### src/rtl/i2c_line_conditioner.sv
// I2C input conditioning: 2-flop synchronizers, per-line glitch filters,
// registered SCL edge / START / repeated START / STOP pulses and bus busy/free status.
module i2c_line_conditioner #(
    parameter int unsigned FILTER_CYCLES   = 4,
    parameter int unsigned BUS_FREE_CYCLES = 127
) (
    input  logic clk_i,
    input  logic rst_ni,
    input  logic scl_i,
    input  logic sda_i,
    output logic scl_o,
    output logic sda_o,
    output logic scl_rise_o,
    output logic scl_fall_o,
    output logic start_o,
    output logic rep_start_o,
    output logic stop_o,
    output logic bus_busy_o,
    output logic bus_free_o
);

    localparam int unsigned FW = $clog2(FILTER_CYCLES + 1);
    localparam int unsigned BW = $clog2(BUS_FREE_CYCLES + 1);

    logic [1:0]    scl_sync, sda_sync;
    logic [FW-1:0] scl_cnt, sda_cnt;
    logic          scl_filt, sda_filt;
    logic          scl_dly, sda_dly;
    logic          busy;
    logic          busy_next;
    logic [BW-1:0] free_cnt;
    logic          start_cond, stop_cond;

    always_ff @(posedge clk_i or negedge rst_ni) begin
        if (!rst_ni) begin
            scl_sync <= '1;
            sda_sync <= '1;
            scl_cnt  <= '0;
            sda_cnt  <= '0;
            scl_filt <= 1'b1;
            sda_filt <= 1'b1;
        end else begin
            scl_sync <= {scl_sync[0], scl_i};
            sda_sync <= {sda_sync[0], sda_i};

            // A differing level is accepted on the edge its run reaches FILTER_CYCLES.
            if (scl_sync[1] == scl_filt) begin
                scl_cnt <= '0;
            end else if (scl_cnt == FW'(FILTER_CYCLES - 1)) begin
                scl_filt <= scl_sync[1];
                scl_cnt  <= '0;
            end else begin
                scl_cnt <= scl_cnt + 1'b1;
            end

            if (sda_sync[1] == sda_filt) begin
                sda_cnt <= '0;
            end else if (sda_cnt == FW'(FILTER_CYCLES - 1)) begin
                sda_filt <= sda_sync[1];
                sda_cnt  <= '0;
            end else begin
                sda_cnt <= sda_cnt + 1'b1;
            end
        end
    end

    // SCL must be high both now and one cycle ago, so simultaneous edges never qualify.
    assign start_cond = scl_filt && scl_dly && !sda_filt &&  sda_dly;
    assign stop_cond  = scl_filt && scl_dly &&  sda_filt && !sda_dly;

    always_comb begin
        busy_next = busy;
        if (start_cond && !busy) begin
            busy_next = 1'b1;
        end else if (stop_cond) begin
            busy_next = 1'b0;
        end
    end

    always_ff @(posedge clk_i or negedge rst_ni) begin
        if (!rst_ni) begin
            scl_dly     <= 1'b1;
            sda_dly     <= 1'b1;
            scl_rise_o  <= 1'b0;
            scl_fall_o  <= 1'b0;
            start_o     <= 1'b0;
            rep_start_o <= 1'b0;
            stop_o      <= 1'b0;
        end else begin
            scl_dly     <= scl_filt;
            sda_dly     <= sda_filt;
            scl_rise_o  <= scl_filt && !scl_dly;
            scl_fall_o  <= !scl_filt && scl_dly;
            start_o     <= start_cond && !busy;
            rep_start_o <= start_cond && busy;
            stop_o      <= stop_cond;
        end
    end

    // Counting against the post-edge busy state lets a STOP start the idle count on its own edge.
    always_ff @(posedge clk_i or negedge rst_ni) begin
        if (!rst_ni) begin
            busy     <= 1'b0;
            free_cnt <= '0;
        end else begin
            busy <= busy_next;
            if (busy_next || !scl_filt || !sda_filt) begin
                free_cnt <= '0;
            end else if (free_cnt != BW'(BUS_FREE_CYCLES)) begin
                free_cnt <= free_cnt + 1'b1;
            end
        end
    end

    assign scl_o      = scl_filt;
    assign sda_o      = sda_filt;
    assign bus_busy_o = busy;
    assign bus_free_o = (free_cnt == BW'(BUS_FREE_CYCLES)) && !busy;

endmodule

### config.mk
export PLATFORM = sky130hd
export DESIGN_NAME = i2c_line_conditioner
export DESIGN_NICKNAME = d
export VERILOG_FILES = /design/src/rtl/i2c_line_conditioner.sv
export SDC_FILE = /design/constraint.sdc
export NUM_CORES = 1
export LEC_CHECK = 0
export BUFFER_PORTS_ARGS = -buffer_cell sky130_fd_sc_hd__buf_2
export CAP_MARGIN = 20
export CORE_MARGIN = 1
export CORE_UTILIZATION = 30
export CTS_BUF_LIST = sky130_fd_sc_hd__clkbuf_8
export CTS_CLUSTER_SIZE = 10
export DETAILED_ROUTE_END_ITERATION = 16
export PLACE_DENSITY_LB_ADDON = 0.1
export SLEW_MARGIN = 25
export SYNTH_ARGS = -nofsm -noshare
export SYNTH_HDL_FRONTEND = slang
export SYNTH_SLANG_ARGS = --single-unit
### constraint.sdc
create_clock -name clk_i -period 2.6 [get_ports clk_i]
set_input_delay 0.39 -clock clk_i [delete_from_list [all_inputs] [get_ports clk_i]]
set_output_delay 0.39 -clock clk_i [all_outputs]
set_load 0.01 [all_outputs]
==> flow_summary.toml <==
[setup_path]
crit_required_ns = 2.21
startpoint_type = "flop"
critPathKind = "flop to output pin"
endpoint_kind = "output pin"
cp_max_fo = 5
critPathArrivalTime_ns = 1.47

[global_route]
grt_pass1_vias = 683
track_usage = 0.102
grt_pass1_wl_um = 3090
grt_start_max_net_pins = 28
gr-total-overflow = 0
antenna_found_initial = 0

[clock_tree]
cts_made_buffers = 3
clkSinkCount = 27
cts_hold_buf = 0
path_clk_slew_ns = 0.09
cts_root_buffer = "clkbuf_8"
cts_setup_buffers = 0
htree_levels = 1
cts.path.max_buffers = 2
tritoncts = "done"
clk_latency_ns = 0.27
ctsResizeCount = 0

[min_path]
worst_hold_path_type = "input port to async pin"

[final_layout]
area_growth_pct = 13.0
layout.nets = 108
drive_gt1_frac = 0.270
antenna_cells = 0
final_area_mm2 = 0.00123

[synth]
ys_seq_area_frac = 0.631
synth_cell_types = 26
yosys_warnings = 0
syn_area_per_cell_um2 = 12.5
syn-num-nets = 94
syn_inst = 87
synth_area_mm2 = 0.00109
ys_seq_elements = 27

[detailed_routing]
firstDrtPassIters = 4
wire_per_inst_um = 11.5
final_antenna_net_count = 0
vias = 696
wirelength_um = 1680
viasPerCell = 4.77
drt_iter0_markers = 56
drc = 0

[placement]
io_buffers = 12
place_ws_ns = 1.05
place.detailed.hpwl_um = 1200
postPlaceCellArea_mm2 = 0.00118
gp_congestion = 0.855

[status]
status = "complete, no violations"

[sta]
clock.fmax_ghz = 0.538
rsz0062_at_grt = "no"
hold_violations = 0
drv_slew = 0
setup-tns-final_ns = 0
setup_ws_ns = 0.742
holdWs_ns = 0.109
min_period_ns = 1.86
finalCritPeriodShare = 0.715
setup_viol = 0
relSlewSlack = 0.612
worst_pin_slew_ns = 0.582
fin_worst_skew_ns = 0.00822

[floorplanning]
die_h_um = 62.2
core_area_mm2 = 0.00342
die-width_um = 62.2
num_io_pins = 13
die_area_mm2 = 0.00387
fp-row-count = 21
initial_core_util = 0.318

[flow_run]
cap_violations = 0

[power]
leakage_nw = 0.539
vdd_drop_max_mv = 0.358
power_density_mw_per_mm2 = 908
-- routing by layer --
layer	global-route usage	part of all wire	wire, um
met2	0.155	0.47	796
met3	0.0221	0.027	45
met4	0.0436	0.015	25
met1	0.140	0.48	810
met5	0	0	0
-- critical path, cell delays in order (launching register included) --
cell     delay (ns)
dfrtp_1        0.42
ha_1           0.22
nand3_1        0.17
nor3_1         0.23
buf_2          0.17
-- layout make-up --
class,instances,area (um^2)
clock buffer,3,41.3
fill,348,2190
tap,46,57.6
inverter,3,11.3
multi-input combinational,54,369
timing repair buffer,12,60.1
clock inverter,1,3.75
sequential,27,686
-- logic make-up after synthesis --
kind of cell | count (synthesis) | share of synthesized area
muxes | 3 | 0.0299
adders and majority gates | 3 | 0.0345
xor gates and xnor gates | 2 | 0.0161
and+or+nand+nor | 31 | 0.159
DFF | 27 | 0.631
AOI/OAI and AO/OA | 15 | 0.100
buffers and inverters | 6 | 0.0299
-- report_power, final --
group          switching, mW  internal (mW)  total, mW
sequential             0.102          0.541      0.642
combinational          0.129          0.122      0.250
clock                  0.118          0.106      0.223
total                  0.348          0.768       1.12
-- cells in the final DEF (no fill, tap or decap), types with 4 or more instances in the layout --
cell,n
buf_2,12
dfrtp_1,19
dfstp_2,8
inv_1,4
nand3_1,4
nor2b_1,5
nor3_1,10
nor3b_1,4
-- state kept, by name (all words and copies together) (netlist names) --
name	flops
free_cnt	7
scl_cnt	3
sda_cnt	3
scl_sync	2
sda_sync	2
bus_busy_o	1
rep_start_o	1
scl_dly	1
scl_fall_o	1
scl_o	1
scl_rise_o	1
sda_dly	1
sda_o	1
start_o	1
stop_o	1
-- cell usage after synthesis --
master,instances,area (um^2)
a211oi_1,1,7.51
a21boi_0,1,7.51
a21oi_1,3,15.0
a311oi_2,1,15.0
a31oi_1,3,18.8
and2b_1,1,7.51
and3_1,2,12.5
buf_2,2,10.0
buf_6,1,11.3
dfrtp_1,19,475
dfstp_2,8,210
ha_1,3,37.5
inv_1,3,11.3
mux2_2,2,22.5
mux2i_1,1,10.0
nand2_1,2,7.51
nand3_1,4,20.0
nand4_1,1,6.26
nor2_1,2,7.51
nor2b_1,5,31.3
nor3_1,10,50.1
nor3b_1,4,30.0
o2111ai_1,2,17.5
o211ai_2,1,12.5
o21ai_0,3,15.0
xnor2_1,2,17.5
-- final timing paths --
| check | start | cells after the start | end | slack (ns) |
|---|---|---|---|---|
| worst max register to register | free_cnt[0] | 4 | free_cnt[5] | 1.03 |
| worst max-delay path | free_cnt[0] | 4 | bus_free_o | 0.74 |
| worst min register to register | scl_sync[0] | 0 | scl_sync[1] | 0.36 |
| min in group clk_i | sda_i | 1 | sda_sync[0] | 0.21 |
| worst min-delay path | rst_ni | 1 | free_cnt[5] | 0.11 |
| max in group asynchronous | rst_ni | 1 | scl_rise_o | 2.09 |
-- through the flow --
stage | power (mW) | utilization | std cells
6_report | 1.12 | 0.360 | 146
5_1_grt | 1.22 | 0.360 | 146
4_1_cts | 1.15 | 0.360 | 146
3_5_place_dp | 0.911 | 0.347 | 142
3_3_place_gp | 0.906 | 0.347 | 142
2_1_floorplan | 0.815 | - | 87
No activity file was read; power rests on OpenSTA's default activity.
